### config.mk
export PLATFORM = sky130hd
export DESIGN_NAME = bist_response_analyzer_flat
export DESIGN_NICKNAME = d
export VERILOG_FILES = /design/src/rtl/bist_pkg.sv /design/src/rtl/bist_response_analyzer_if.sv /design/src/rtl/bist_misr.sv /design/src/rtl/bist_response_analyzer.sv /design/src/flat_wrapper.sv
export SDC_FILE = /design/constraint.sdc
export NUM_CORES = 1
export LEC_CHECK = 0
export ABC_AREA = 0
export BUFFER_PORTS_ARGS = -buffer_cell sky130_fd_sc_hd__buf_2
export CAP_MARGIN = 15
export CORE_ASPECT_RATIO = 1.1
export CORE_MARGIN = 8
export CORE_UTILIZATION = 30
export DETAILED_ROUTE_END_ITERATION = 10
export PLACE_DENSITY = 0.52
export SLEW_MARGIN = 10
export SYNTH_ARGS = -nofsm -noshare
export SYNTH_HDL_FRONTEND = slang
export SYNTH_SLANG_ARGS = --single-unit
### constraint.sdc
create_clock -name CLK -period 2.7 [get_ports CLK]
set_clock_uncertainty 0.2 [all_clocks]
set_input_delay 0.405 -clock CLK [delete_from_list [all_inputs] [get_ports CLK]]
set_output_delay 0.405 -clock CLK [all_outputs]
set_load 0.02 [all_outputs]
### src/rtl/bist_pkg.sv
// Shared BIST definitions: run-state encoding, default MISR constants and
// the control bundle the analyzer FSM hands to its datapath.
package bist_pkg;

  // Run-protocol states, encoded identically on the controller side.
  typedef enum logic [1:0] {
    ST_IDLE    = 2'd0,
    ST_COMPACT = 2'd1,
    ST_CHECK   = 2'd2,
    ST_DONE    = 2'd3
  } bist_state_e;

  // Default MISR geometry and golden values for the standard 8-bit CUT.
  localparam int         DEF_WIDTH      = 8;
  localparam logic [7:0] DEF_POLY       = 8'h1D;
  localparam logic [7:0] DEF_SEED       = 8'h00;
  localparam logic [7:0] DEF_GOLDEN     = 8'h15;
  localparam int         DEF_EXP_CYCLES = 4;
  localparam int         DEF_COUNT_W    = 16;

  // Per-cycle datapath commands decoded from the FSM state and inputs.
  typedef struct packed {
    logic misr_load;     // restart the MISR from the seed
    logic misr_step;     // fold CUT_OUT into the MISR
    logic cnt_first;     // this is response cycle number one
    logic cnt_inc;       // one more response cycle
    logic err_set;       // protocol violation seen
    logic verdict_clr;   // new run: drop DONE/PASS/FAIL/ERR
    logic verdict_latch; // capture the pass/fail decision
  } bist_ctrl_t;

endpackage

### src/rtl/bist_response_analyzer_if.sv
// Run-protocol and status bundle between the BIST controller / CUT side
// (master) and the response analyzer (slave).
interface bist_response_analyzer_if
  import bist_pkg::*;
#(
  parameter int WIDTH = DEF_WIDTH
);

  logic             RUNNING;
  logic             BIST_END;
  logic [WIDTH-1:0] CUT_OUT;
  logic [WIDTH-1:0] SIGNATURE;
  logic             DONE;
  logic             PASS;
  logic             FAIL;
  logic             ERR;

  modport master (
    output RUNNING, BIST_END, CUT_OUT,
    input  SIGNATURE, DONE, PASS, FAIL, ERR
  );

  modport slave (
    input  RUNNING, BIST_END, CUT_OUT,
    output SIGNATURE, DONE, PASS, FAIL, ERR
  );

endinterface

### src/rtl/bist_misr.sv
// Multiple-input signature register. A load restarts from the seed; a step
// folds one response word in. Load and step together compact the first word
// of a run directly on top of the seed, so no cycle is lost at run start.
module bist_misr
  import bist_pkg::*;
#(
  parameter int               WIDTH = DEF_WIDTH,
  parameter logic [WIDTH-1:0] POLY  = DEF_POLY
) (
  input  logic             CLK,
  input  logic             RESET,
  input  logic [WIDTH-1:0] seed,
  input  logic             load_seed,
  input  logic             step,
  input  logic [WIDTH-1:0] data,
  output logic [WIDTH-1:0] sig
);

  logic [WIDTH-1:0] base;

  // Shift left, feed the MSB back through the polynomial, xor the response in.
  function automatic logic [WIDTH-1:0] misr_next(input logic [WIDTH-1:0] m,
                                                 input logic [WIDTH-1:0] d);
    return {m[WIDTH-2:0], 1'b0} ^ (m[WIDTH-1] ? POLY : '0) ^ d;
  endfunction

  // Select the value the next step builds on: seed at run start, else current.
  always_comb begin
    base = load_seed ? seed : sig;
  end

  // Signature register; reset discards any partial signature.
  always_ff @(posedge CLK) begin
    // NOTE: state is updated with <= so every register samples pre-edge values.
    if (RESET) begin
      sig <= seed;
    end else if (step) begin
      sig <= misr_next(base, data);
    end else if (load_seed) begin
      sig <= seed;
    end
  end

endmodule

### src/rtl/bist_response_analyzer.sv
// BIST response analyzer: compacts CUT responses while RUNNING is high,
// then on BIST_END compares signature and response-cycle count against the
// golden values and presents a registered PASS/FAIL verdict.
module bist_response_analyzer
  import bist_pkg::*;
#(
  parameter int               WIDTH      = DEF_WIDTH,
  parameter logic [WIDTH-1:0] POLY       = DEF_POLY,
  parameter logic [WIDTH-1:0] SEED       = DEF_SEED,
  parameter logic [WIDTH-1:0] GOLDEN     = DEF_GOLDEN,
  parameter int               EXP_CYCLES = DEF_EXP_CYCLES,
  parameter int               COUNT_W    = DEF_COUNT_W
) (
  input logic                      CLK,
  input logic                      RESET,
  bist_response_analyzer_if.slave  bus
);

  localparam logic [COUNT_W-1:0] EXP_COUNT = COUNT_W'(EXP_CYCLES);
  localparam logic [COUNT_W-1:0] COUNT_MAX = '1;

  bist_state_e        state;
  bist_state_e        state_next;
  bist_ctrl_t         ctrl;
  logic [WIDTH-1:0]   sig;
  logic [COUNT_W-1:0] count;
  logic               done_q;
  logic               pass_q;
  logic               fail_q;
  logic               err_q;
  logic               pass_now;

  bist_misr #(
    .WIDTH (WIDTH),
    .POLY  (POLY)
  ) u_misr (
    .CLK       (CLK),
    .RESET     (RESET),
    .seed      (SEED),
    .load_seed (ctrl.misr_load),
    .step      (ctrl.misr_step),
    .data      (bus.CUT_OUT),
    .sig       (sig)
  );

  // A run passes only with the right signature, the right number of
  // response cycles and a clean protocol history.
  assign pass_now = (sig == GOLDEN) && (count == EXP_COUNT) && !err_q;

  // State register.
  always_ff @(posedge CLK) begin
    if (RESET) begin
      state <= ST_IDLE;
    end else begin
      state <= state_next;
    end
  end

  // Next-state and datapath command decode.
  always_comb begin
    // NOTE: every output gets a default first so no path can infer a latch.
    state_next = state;
    ctrl       = '0;
    unique case (state)
      ST_IDLE: begin
        if (bus.RUNNING && bus.BIST_END) begin
          ctrl.err_set = 1'b1;
          state_next   = ST_CHECK;
        end else if (bus.RUNNING) begin
          ctrl.misr_load = 1'b1;
          ctrl.misr_step = 1'b1;
          ctrl.cnt_first = 1'b1;
          state_next     = ST_COMPACT;
        end
      end
      ST_COMPACT: begin
        if (bus.RUNNING && bus.BIST_END) begin
          ctrl.err_set = 1'b1;
          state_next   = ST_CHECK;
        end else if (bus.RUNNING) begin
          ctrl.misr_step = 1'b1;
          ctrl.cnt_inc   = 1'b1;
        end else if (bus.BIST_END) begin
          state_next = ST_CHECK;
        end
      end
      ST_CHECK: begin
        ctrl.verdict_latch = 1'b1;
        state_next         = ST_DONE;
      end
      ST_DONE: begin
        if (bus.RUNNING) begin
          ctrl.verdict_clr = 1'b1;
          ctrl.misr_load   = 1'b1;
          ctrl.misr_step   = 1'b1;
          ctrl.cnt_first   = 1'b1;
          state_next       = ST_COMPACT;
        end
      end
    endcase
  end

  // Response-cycle counter; saturates instead of wrapping.
  always_ff @(posedge CLK) begin
    if (RESET) begin
      count <= '0;
    end else if (ctrl.cnt_first) begin
      count <= COUNT_W'(1);
    end else if (ctrl.cnt_inc && (count != COUNT_MAX)) begin
      count <= count + COUNT_W'(1);
    end
  end

  // Verdict and sticky protocol-error flags.
  always_ff @(posedge CLK) begin
    if (RESET) begin
      done_q <= 1'b0;
      pass_q <= 1'b0;
      fail_q <= 1'b0;
      err_q  <= 1'b0;
    end else if (ctrl.verdict_clr) begin
      done_q <= 1'b0;
      pass_q <= 1'b0;
      fail_q <= 1'b0;
      err_q  <= 1'b0;
    end else begin
      if (ctrl.err_set) begin
        err_q <= 1'b1;
      end
      if (ctrl.verdict_latch) begin
        done_q <= 1'b1;
        pass_q <= pass_now;
        fail_q <= !pass_now;
      end
    end
  end

  assign bus.SIGNATURE = sig;
  assign bus.DONE      = done_q;
  assign bus.PASS      = pass_q;
  assign bus.FAIL      = fail_q;
  assign bus.ERR       = err_q;

endmodule
### src/flat_wrapper.sv
// flat-port wrapper written by rule: the top's interface ports become plain ports
module bist_response_analyzer_flat import bist_pkg::*;
#(
  parameter int               WIDTH      = DEF_WIDTH,
  parameter logic [WIDTH-1:0] POLY       = DEF_POLY,
  parameter logic [WIDTH-1:0] SEED       = DEF_SEED,
  parameter logic [WIDTH-1:0] GOLDEN     = DEF_GOLDEN,
  parameter int               EXP_CYCLES = DEF_EXP_CYCLES,
  parameter int               COUNT_W    = DEF_COUNT_W
)
  (CLK, RESET, bus_RUNNING, bus_BIST_END, bus_CUT_OUT, bus_SIGNATURE, bus_DONE, bus_PASS, bus_FAIL, bus_ERR);
  bist_response_analyzer_if #(.WIDTH(WIDTH)) bus_i ();
  input logic CLK;
  input logic RESET;
  input wire logic [$bits(bus_i.RUNNING)-1:0] bus_RUNNING;
  input wire logic [$bits(bus_i.BIST_END)-1:0] bus_BIST_END;
  input wire logic [$bits(bus_i.CUT_OUT)-1:0] bus_CUT_OUT;
  output wire logic [$bits(bus_i.SIGNATURE)-1:0] bus_SIGNATURE;
  output wire logic [$bits(bus_i.DONE)-1:0] bus_DONE;
  output wire logic [$bits(bus_i.PASS)-1:0] bus_PASS;
  output wire logic [$bits(bus_i.FAIL)-1:0] bus_FAIL;
  output wire logic [$bits(bus_i.ERR)-1:0] bus_ERR;
  assign bus_i.RUNNING = bus_RUNNING;
  assign bus_i.BIST_END = bus_BIST_END;
  assign bus_i.CUT_OUT = bus_CUT_OUT;
  assign bus_SIGNATURE = bus_i.SIGNATURE;
  assign bus_DONE = bus_i.DONE;
  assign bus_PASS = bus_i.PASS;
  assign bus_FAIL = bus_i.FAIL;
  assign bus_ERR = bus_i.ERR;
  bist_response_analyzer #(.WIDTH(WIDTH), .POLY(POLY), .SEED(SEED), .GOLDEN(GOLDEN), .EXP_CYCLES(EXP_CYCLES), .COUNT_W(COUNT_W)) u_core (.CLK(CLK), .RESET(RESET), .bus(bus_i));
endmodule
Word-level counts from Yosys, hierarchy flattened. Index checks and enable logic that the tools add are counted.

Add/sub/neg operators: 1. Equal/unequal tests: 8. Mux-type cells: 23. Bitwise gates (word level): 2. Reductions and logical operators: 12.

Operators by type and width (count): 16-bit by 1-bit adder with 16-bit output, second input constant (1); 16-bit by 3-bit == test with 1-bit output, second input constant (1); 8-bit 2-to-1 mux (2); 16-bit != test, second input constant (1); 2-bit 2-to-1 mux (5); 1-bit 2-to-1 mux (9); 8-bit by 5-bit == test with 1-bit output, second input constant (1); 2-bit one-hot mux with 4 select lines (1); 8-bit by 5-bit bitwise XOR with 8-bit output (1); 8-bit bitwise XOR (1); 3-bit 2-to-1 mux (2); 3-bit by 2-bit != test with 1-bit output, second input constant (2); 2-bit OR reduction (3); 5-bit 2-to-1 mux (1); 2-bit == test, second input constant (2); 1-bit logical AND (4); 1-bit one-hot mux with 2 select lines (2); 1-bit one-hot mux with 3 select lines (1); 2-bit by 1-bit == test with 1-bit output, second input constant (1); 1-bit logical NOT (2); 2-bit logical NOT (1); 2-bit AND reduction (1); 2-bit nonzero test (1).

Bits in registers: 30. Input bits: 12. Output and inout bits: 12. Word-level logic and storage cells: 54.

Depth between registers and ports, before layout. Gate-level depths: netlist of run 1.

Depth after elaboration: 8. Gate-level depth with buffers: 7. Gate-level depth less buffers: 6.

Cells and area by module. A second synthesis of run 1 with hierarchy kept.

Cells, all modules: 235. Area, all modules: 1994.4 sq um.

Modules (own cells, without submodules): bist_response_analyzer (times used 1, cells each 157, area an instance 1362.6 sq um, seq. area each 440.4 sq um); bist_misr (times used 1, cells each 78, area an instance 631.9 sq um, seq. area each 160.2 sq um).

Least setup slack after synthesis of run 1. OpenSTA, ideal clock, no wires.

Path kind: register to register. From: register with a tool-made name. To: register u_core.count[9]. Setup time: 73 ps. Arrival: 1851 ps. Data required time: 2427 ps. Path slack: 576 ps. Cell stages (with the launch flop): 8. Buffers on the path: 1. Clock period less this slack: 2124 ps. Cell sequence: dfxtp_1 -> inv_1 -> ha_1 -> nand3b_1 -> or3_1 -> buf_2 -> or4_1 -> a21oi_1.

RTL lines: end signal: assignment (RTL line bist_response_analyzer.sv:110) `count <= count + COUNT_W'(1);`; end: declaration (RTL line bist_response_analyzer.sv:26) `logic [COUNT_W-1:0] count;`.

==> results of run 1 <==
[metal layers]
layer  part of all wire (%)  track usage, %
met1                     47            13.7
met2                     48            18.3
met3                    4.3            3.72
met4                    1.2            3.08
met5                      0               0
[layout make-up]
class / instances / share of cell area (%)
Sequential cell: 30 / 29.0
Multi-Input combinational cell: 153 / 52.2
Inverter: 17 / 3.08
Tap cell: 77 / 4.66
Timing Repair Buffer: 27 / 7.01
Clock buffer: 6 / 3.99
[worst max path at each step]
stage          depth (start not counted)      start  slack, ns                               to
2_1_floorplan                          7  flip-flop       0.58     u_core.count[9]$_SDFFE_PP0P_
3_3_place_gp                           7  flip-flop       0.36     u_core.count[6]$_SDFFE_PP0P_
3_5_place_dp                           7  flip-flop       0.38     u_core.count[8]$_SDFFE_PP0P_
4_1_cts                                7  flip-flop       0.36     u_core.count[8]$_SDFFE_PP0P_
5_1_grt                                7  flip-flop       0.18     u_core.count[8]$_SDFFE_PP0P_
6_report                               6  flip-flop       0.37  u_core.u_misr.sig[3]$_SDFF_PP0_
[power breakdown]
group / total (mW) / leakage (nW) / switching [mW] / internal (mW)
Sequential: 0.505 / 0.243 / 0.0326 / 0.473
Combinational: 0.289 / 0.449 / 0.177 / 0.112
Clock: 0.364 / 0.0431 / 0.168 / 0.196
[worst max-delay path, stage by stage (launching register included)]
cell and delay, ns:
dfxtp_1 0.42, inv_1 0.09, ha_1 0.30, nor2b_1 0.18
o21a_1 0.25, or4b_2 0.68, o311ai_0 0.11
[Yosys cell counts (all sizes together) (3+ instances only)]
master	number	area, um^2
or4b	3	30.0
nand2b	3	18.8
o21a	4	30.0
xnor2	4	35.0
o21ai	6	30.0
o311ai	8	70.1
o2111ai	3	26.3
mux2i	6	60.1
nor3	6	30.0
nor4	10	62.6
nand3	9	50.1
nand4	7	58.8
o211ai	5	37.5
nor2b	3	18.8
nand2	7	26.3
nor2	15	56.3
and3	3	18.8
clkbuf	5	18.8
dfxtp	30	601
inv	16	60.1
ha	7	87.6
nand4b	6	52.6
or3	11	68.8
a21oi	9	45.0
[cells by family (layout without fill, tap and decap cells)]
| logic type | after synthesis | in the layout | synth area share (%) |
|---|---|---|---|
| buf+inv | 24 | 50 | 5.22 |
| mux | 7 | 7 | 4.02 |
| fa+ha+maj | 7 | 7 | 4.94 |
| flops | 30 | 30 | 33.9 |
| compound gates | 44 | 44 | 18.5 |
| simple gates | 91 | 91 | 31.5 |
| xor+xnor | 4 | 4 | 1.97 |
[sequential cells by signal, summed over array words and instances (netlist names), named ones only]
register	flops
u_core.bus.PASS	1
u_core.bus.FAIL	1
u_core.bus.DONE	1
u_core.count	16
u_core.bus.ERR	1
u_core.u_misr.sig	8
[cells in the final DEF (no fill, tap or decap), drive strengths merged]
| master | count |
|---|---|
| nor3b | 1 |
| inv | 16 |
| nand4 | 7 |
| o21a | 4 |
| o311ai | 8 |
| nor4b | 1 |
| o2111ai | 3 |
| mux2 | 1 |
| or3 | 11 |
| nor4bb | 1 |
| nand4b | 6 |
| a21oi | 9 |
| clkinv | 1 |
| clkbuf | 6 |
| dfxtp | 30 |
| o41ai | 2 |
| nor3 | 6 |
| xnor2 | 4 |
| o21ai | 6 |
| nor2 | 15 |
| nand2b | 3 |
| a31oi | 1 |
| and3b | 2 |
| and3 | 3 |
| or4b | 3 |
| ha | 7 |
| or4 | 2 |
| nor2b | 3 |
| a21o | 1 |
| nor4 | 10 |
| o31ai | 1 |
| a222oi | 1 |
| nand3 | 9 |
| nand3b | 1 |
| mux2i | 6 |
| buf | 27 |
| o211ai | 5 |
| o21bai | 1 |
| a211oi | 2 |
| nand2 | 7 |
[metrics by stage]
stage	instance area, um^2	instances	total power [mW]
floorplan	1770	207	0.708
global placement	1990	304	0.808
detailed placement	1990	304	0.807
CTS	2070	310	1.17
global route	2070	310	1.23
finish	2070	310	1.16
==> qor.yml, run 1 <==
outcome: "completed"
area.sequential_um2: 601
synth.lib_cells_used.distinct: 44
insertion_delay_ns: 0.28
firstDrtPassIters: 4
syn_avg_cell_area_um2: 8.57
grt_pass1_vias: 1650
ys_warn_count: 0
hold_end: "u_core.u_misr.sig[6]$_SDFF_PP0_"
min_path_type: "in2reg"
antenna_found_initial: 0
via_per_inst: 5.24
rsz0062_at_grt: "no"
relSlewSlack_pct: 65.8
worst_slack_ns: 0.366
synth_seq_area_share_pct: 33.9
vdd_drop_max_v: 0.000387
gp_congestion: 0.813
arrival_ns: 2.30
timing.final.crit_share_pct: 86.4
hold_viol_final: 0
slew_violations: 0
clkSlewWorstSetupHoldPaths_ns: 0.07
syn_nets: 226
dieHeight_um: 96.7
postCtsHoldBufs: 0
antenna_cells: 0
ys_ff_latch: 30
worstMarginPinSlew_ns: 0.511
track_usage_pct: 11.3
die_x_um: 89.3
core-area_um2: 5730
wl_um: 4530
startpoint_type: "flip-flop"
drt-wirelength-per-cell_um: 14.6
cts_buffers: 5
cts_resized: 0
post-cts-setup-buffer-count: 0
power_per_cell_area_nw_per_um2: 560
dp_slack_ns: 0.375
final.min_clock_period_ns: 2.33
max_cap_viol_count: 0
ys.flop_type: "dfxtp_1"
cts_tree: "built"
p_leak_nw: 0.735
hold_depth: 3
syn-instance-count: 207
row_count: 29
clock-sinks: 30
crit_path_end_kind: "flip-flop"
vias: 1624
hold_start: "bus_CUT_OUT[6]"
synth_edf_count: 0
drcViolationCount: 0
antenna_left: 0
async_flop_share_pct: 0
dpl.hpwl_um: 3440
syn2layout_area_growth_pct: 16.6
multi_input_area_um2: 1080
rrSetupSlack_ns: 0.37
cts-root-buf: "clkbuf_8"
crit_type: "reg2reg"
grt_max_degree: 23
ios: 24
nets: 253
io_buffers: 23
start_util_pct: 30.9
hold_ws_ns: 0.195
final_core_util_pct: 36.1
grt_pass1_wl_um: 7960
synth_area_um2: 1770
fmax_ghz: 0.428
setup_viol: 0
r2r_end: "u_core.u_misr.sig[3]$_SDFF_PP0_"
fillers: 666
setup_tns_ns: 0
h-tree-depth: 2
dieArea_um2: 8630
drive_above_1_share_pct: 16.7
reg2reg_depth: 6
cp_data_required_time_ns: 2.67
cts_buffer_depth: 2
worstPathMaxFanout: 8
grt_overflow_total: 0
drtIter0Drc: 73
Power figures use the tool's default switching activity.
==> run 2, diff against run 1 <==
CORE_MARGIN = 4   (was 8)
CORE_UTILIZATION = 40   (was 30)
PLACE_DENSITY = 0.64   (was 0.52)
==> run 2 against run 1 <==
Critical path depth did not move. Sequential share of layout area grew 0.50 points. Power shrank 0.18%. Fmax down 2.7%. Sequential cell count unchanged. Clock power rose by 3%. Final cell count fell by 7.4%. Combinational power fell by 4%. Register-to-register slack got worse by 0.07 ns. Hold slack improved by 0.0079 ns. Core utilization grew 11 points. Sequential power about the same.
==> qor.yml, run 2 (synthesis gave the netlist of run 1 again) <==
cts_tree: "built"
crit_path_end_kind: "flip-flop"
cts_resized: 0
rrSetupSlack_ns: 0.30
worst_slack_ns: 0.301
dpl.hpwl_um: 2950
setup_viol: 0
h-tree-depth: 2
clock-sinks: 30
largest-register: "u_core.count"
path_depth: 6
postCtsHoldBufs: 0
combinationalPowerShare_pct: 24.0
dieHeight_um: 77.9
nets: 251
reg_top3: "u_core.count: 16 flops, u_core.u_misr.sig: 8 flops"
dpl_cell_area_um2: 1940
dp_slack_ns: 0.319
swShare_pct: 32.3
fin_cells: 287
power_per_cell_area_nw_per_um2: 569
rsz0062_at_grt: "no"
dieArea_um2: 5570
post-cts-setup-buffer-count: 0
crit_buf_inv: 1
largest_reg_flops: 16
insertion_delay_ns: 0.28
dp.cells: 279
reg2reg_depth: 6
cts_buffer_depth: 2
fmax_ghz: 0.417
layout_commonest_cell: "dfxtp_1"
crit_chain: "inv_1 > ha_1 > nor2b_1 > o21a_1 > or4b_2 > o311ai_0"
crit_type: "reg2reg"
antenna_left: 0
drive_above_1_share_pct: 16.3
p_leak_nw: 0.731
power_switching_mw: 0.373
drt-wirelength-per-cell_um: 14.2
worstPathMaxFanout: 16
cts-root-buf: "clkbuf_8"
worstMarginPinSlew_ns: 0.470
die_x_um: 71.5
power.internal_mw: 0.784
grt_overflow_total: 0
antenna_found_initial: 0
totalPowerFinal_mw: 1.16
cp_data_required_time_ns: 2.68
fillers: 428
mostFrequentLayoutCells: "dfxtp_1, buf_2, inv_1"
wl_um: 4070
grt_pass1_wl_um: 7180
vias: 1642
max_cap_viol_count: 0
via_per_inst: 5.72
startpoint_type: "flip-flop"
firstDrtPassIters: 4
min_path_type: "in2reg"
arrival_ns: 2.38
gp_congestion: 0.852
ios: 24
slew_violations: 0
hold_start: "bus_CUT_OUT[6]"
finalInstanceArea_um2: 2030
grt_max_degree: 23
setup_tns_ns: 0
sequentialPowerShare_pct: 43.5
timing.final.crit_share_pct: 88.9
grt_pass1_vias: 1544
drtIter0Drc: 127
start_util_pct: 41.4
drcViolationCount: 0
antenna_cells: 0
clkPwrFrac_pct: 32.5
io_buffers: 23
r2r_end: "u_core.u_misr.sig[2]$_SDFF_PP0_"
syn2layout_area_growth_pct: 14.7
clkSlewWorstSetupHoldPaths_ns: 0.07
path_delay_family: "simple AND/OR/NAND/NOR gates"
slowest_stage: "or4b_2"
core-area_um2: 4290
hold_depth: 3
final.min_clock_period_ns: 2.40
vdd_drop_max_v: 0.000310
critPathMaxStageDelay_ns: 0.71
row_count: 25
hold_viol_final: 0
outcome: "completed"
hold_end: "u_core.u_misr.sig[6]$_SDFF_PP0_"
track_usage_pct: 15.8
relSlewSlack_pct: 68.7
cts_buffers: 5
[run 2: final cells by class]
| cell class | instances | area, um^2 | share of cell area, % |
|---|---|---|---|
| Clock inverter | 1 | 5.00 | 0.246 |
| Sequential cell | 30 | 601 | 29.5 |
| Tap cell | 54 | 67.6 | 3.32 |
| Clock buffer | 7 | 86.3 | 4.24 |
| Timing Repair Buffer | 25 | 130 | 6.40 |
| Inverter | 17 | 63.8 | 3.14 |
| Multi-Input combinational cell | 153 | 1080 | 53.1 |
[run 2: routing by layer]
metal	routed length, um	up-vias	track usage (%)	share of wire, %
met5	0	-	0	0
met4	65	0	6.58	1.6
met3	161	8	3.63	4.0
met2	1910	31	25.2	47
met1	1930	757	20.2	47
li1	-	846	-	-
[run 2: how the worst max path moves through the flow]
| stage | start | end | slack, ns |
|---|---|---|---|
| after floorplan | flip-flop | u_core.count[9]$_SDFFE_PP0P_ | 0.58 |
| after global placement | flip-flop | u_core.u_misr.sig[3]$_SDFF_PP0_ | 0.37 |
| after detailed placement | flip-flop | u_core.u_misr.sig[2]$_SDFF_PP0_ | 0.32 |
| after CTS | flip-flop | u_core.u_misr.sig[2]$_SDFF_PP0_ | 0.29 |
| after global routing | flip-flop | u_core.u_misr.sig[2]$_SDFF_PP0_ | 0.15 |
| final | flip-flop | u_core.u_misr.sig[2]$_SDFF_PP0_ | 0.30 |
[run 2: power groups by stage]
stage	Clock, mW	Sequential (mW)	Combinational, mW
global placement	0	0.513	0.278
CTS	0.385	0.504	0.279
global route	0.406	0.509	0.312
floorplan	0	0.530	0.178
detailed placement	0	0.514	0.276
finish	0.376	0.503	0.278
[run 2: per-stage QoR]
stage                     utilization (%)  hold WS [ns]
after floorplan                         -         0.269
after global placement               45.3         0.233
after detailed placement             45.3         0.247
after CTS                            47.5         0.204
after global routing                 47.5         0.214
final                                47.5         0.203
[run 2: worst min-delay path: cells and delay by family]
family	cells	cell delay (ns)
AOI/OAI and AO/OA	2	0.15
buffers and inverters	1	0.09
==> run 3, diff against run 2 <==
CELL_PAD_IN_SITES_DETAIL_PLACEMENT = 2   (was default)
CELL_PAD_IN_SITES_GLOBAL_PLACEMENT = 2   (was default)
CORE_UTILIZATION = 35   (was 40)
PLACE_DENSITY = 0.84   (was 0.64)
SYNTH_HIERARCHICAL = 1   (was default)
==> run 3 against run 2 <==
Via count increased by 13%. First-iteration DRC count shrank 56%. Sequential power increased by 27%. Final area grew 13%. Worst setup slack improved by 0.034 ns. Sequential share of layout area is 3.5 points lower. Synthesized cell count is 14% higher. Clock power up 5%. Largest power group is now combinational cells.
==> qor.yml, run 3 <==
outcome: "completed"
synth_common_cells: "dfxtp_1, a21oi_1, inv_1, mux2i_1, xnor2_1"
start_util_pct: 36.5
vias: 1853
largest_reg_flops: 16
layout_commonest_cell: "dfxtp_1"
hold_end: "u_core/u_misr/sig[3]$_DFF_P_"
grt_pass1_wl_um: 9950
vdd_drop_max_v: 0.000401
area.sequential_um2: 601
antenna_found_initial: 0
power_per_cell_area_nw_per_um2: 772
cts_buffer_depth: 2
firstDrtPassIters: 4
slowest_stage: "dfxtp_1"
cts_buffers: 5
slew_violations: 0
crit_chain: "inv_1 > ha_1 > nor2b_1 > o21ai_1 > inv_1 > buf_4 > mux2i_1 > xnor2_1 > a21oi_1 > a21oi_1"
synth_top_area_share_pct: 30.1
mostFrequentLayoutCells: "dfxtp_1, a21oi_1, buf_2"
drtIter0Drc: 56
nets: 293
antenna_left: 0
synth_area_um2: 1990
drcViolationCount: 0
fillers: 635
ios: 24
dpl_cell_area_um2: 2210
reg_top3: "u_core/count: 16 flops, u_core/u_misr/sig: 8 flops"
gp_congestion: 0.780
synth.top_cells.by_area: "dfxtp_1, mux2i_1, a21oi_1, xnor2_1, ha_1"
hold_viol_final: 0
grt_pass1_vias: 2015
finalInstanceArea_um2: 2300
cts_resized: 0
dpl.hpwl_um: 4130
crit_type: "reg2reg"
ys_ff_latch: 30
cp_data_required_time_ns: 2.66
dieArea_um2: 6970
path_depth: 10
cts-root-buf: "clkbuf_8"
post-cts-setup-buffer-count: 0
dieHeight_um: 87.2
rrSetupSlack_ns: 0.33
multi_input_area_um2: 1320
synth.lib_cells_used.distinct: 52
drt-wirelength-per-cell_um: 16.1
synth_edf_count: 0
track_usage_pct: 18.3
p_leak_nw: 0.851
r2r_end: "u_core/u_misr/sig[5]$_DFF_P_"
arrival_ns: 2.32
dp_slack_ns: 0.409
reg2reg_depth: 10
insertion_delay_ns: 0.29
syn-instance-count: 235
hold_start: "bus_CUT_OUT[3]"
via_per_inst: 5.31
core-area_um2: 5470
grt_overflow_total: 0
synth_seq_area_share_pct: 30.1
ys_warn_count: 6
worstPathMaxFanout: 21
startpoint_type: "flip-flop"
totalPowerFinal_mw: 1.78
postCtsHoldBufs: 0
wl_um: 5630
io_buffers: 23
async_flop_share_pct: 0
largest-register: "u_core/count"
path_delay_family: "flip-flops"
syn2layout_area_growth_pct: 15.6
ys.flop_type: "dfxtp_1"
rsz0062_at_grt: "no"
syn_avg_cell_area_um2: 8.49
hold_depth: 3
setup_tns_ns: 0
synth_top_area_cell: "dfxtp_1"
die_x_um: 80.0
h-tree-depth: 2
critPathMaxStageDelay_ns: 0.43
antenna_cells: 0
worst_slack_ns: 0.335
setup_viol: 0
fmax_ghz: 0.423
row_count: 28
clock-sinks: 30
crit_path_end_kind: "flip-flop"
min_path_type: "in2reg"
final.min_clock_period_ns: 2.37
max_cap_viol_count: 0
synth.most_common_cell: "dfxtp_1"
timing.final.crit_share_pct: 87.6
drive_above_1_share_pct: 16.8
clkSlewWorstSetupHoldPaths_ns: 0.07
crit_buf_inv: 3
grt_max_degree: 22
cts_tree: "built"
run 3: cell types whose count changed in the layout (fill, tap and decap cells not counted), moves of 4 or more:
cell,delta
a21oi_1,+15
nor4_1,-4
o211ai_1,-5
o22ai_1,+6
nand4b_1,-6
conb_1,+16
nand3b_1,+6
xnor2_1,+9
or3_1,-8
mux2i_1,+7
o311ai_0,-8
run 3: kinds of logic (layout without fill, tap and decap cells):
group,after synthesis,in the layout,share of synthesized area (%)
simple gates,85,85,27.5
compound gates,56,56,17.1
flops,30,30,30.1
buf+inv,27,51,6.65
xor+xnor,15,15,6.96
mux,13,13,6.52
fa+ha+maj,8,8,5.02
other cells,1,16,0.188
run 3: worst max-delay path by stage:
| stage | from | to | slack (ns) |
|---|---|---|---|
| after CTS | flip-flop | u_core/u_misr/sig[5]$_DFF_P_ | 0.34 |
| after global placement | flip-flop | u_core/u_misr/sig[4]$_DFF_P_ | 0.48 |
| after global routing | flip-flop | u_core/u_misr/sig[5]$_DFF_P_ | 0.09 |
| final | flip-flop | u_core/u_misr/sig[5]$_DFF_P_ | 0.33 |
| after floorplan | flip-flop | u_core/u_misr/sig[6]$_DFF_P_ | 0.40 |
| after detailed placement | flip-flop | u_core/u_misr/sig[5]$_DFF_P_ | 0.41 |
run 3: layer usage:
metal	vias to the layer above	wire (um)	global-route usage [%]
met5	-	0	0
met4	0	90	6.76
met3	7	132	2.80
met2	22	2800	31.7
met1	901	2610	22.7
li1	923	-	-
run 3: worst register-to-register path, delay by kind of cell, from the launching register on:
| kind | cells | cell delay, ns |
|---|---|---|
| flops | 1 | 0.43 |
| compound gates | 3 | 0.30 |
| simple gates | 1 | 0.14 |
| fa+ha+maj | 1 | 0.29 |
| xor+xnor | 1 | 0.10 |
| mux | 1 | 0.34 |
| buf+inv | 3 | 0.43 |
run 3: stage by stage:
step,hold WS [ns],util (%),std cells
floorplan,0.268,-,250
detailed placement,0.243,40.5,341
global route,0.215,42.2,349
finish,0.211,42.2,349
global placement,0.235,40.5,341
CTS,0.199,42.2,349
run 3: power breakdown:
part | switching [mW] | internal, mW | total, mW | leakage [nW]
clock network | 0.187 | 0.206 | 0.393 | 0.0482
logic | 0.432 | 0.318 | 0.750 | 0.557
registers | 0.110 | 0.527 | 0.637 | 0.246
total | 0.729 | 1.05 | 1.78 | 0.851
run 3: final cells by class:
cell class              instances  share of cell area, %
clock inverters                 1                  0.217
clock buffers                   7                   3.75
well taps                      75                   4.07
flip-flops and latches         30                   26.1
inverters                      17                   2.77
repair buffers                 26                   5.97
multi-input cells             193                   57.2
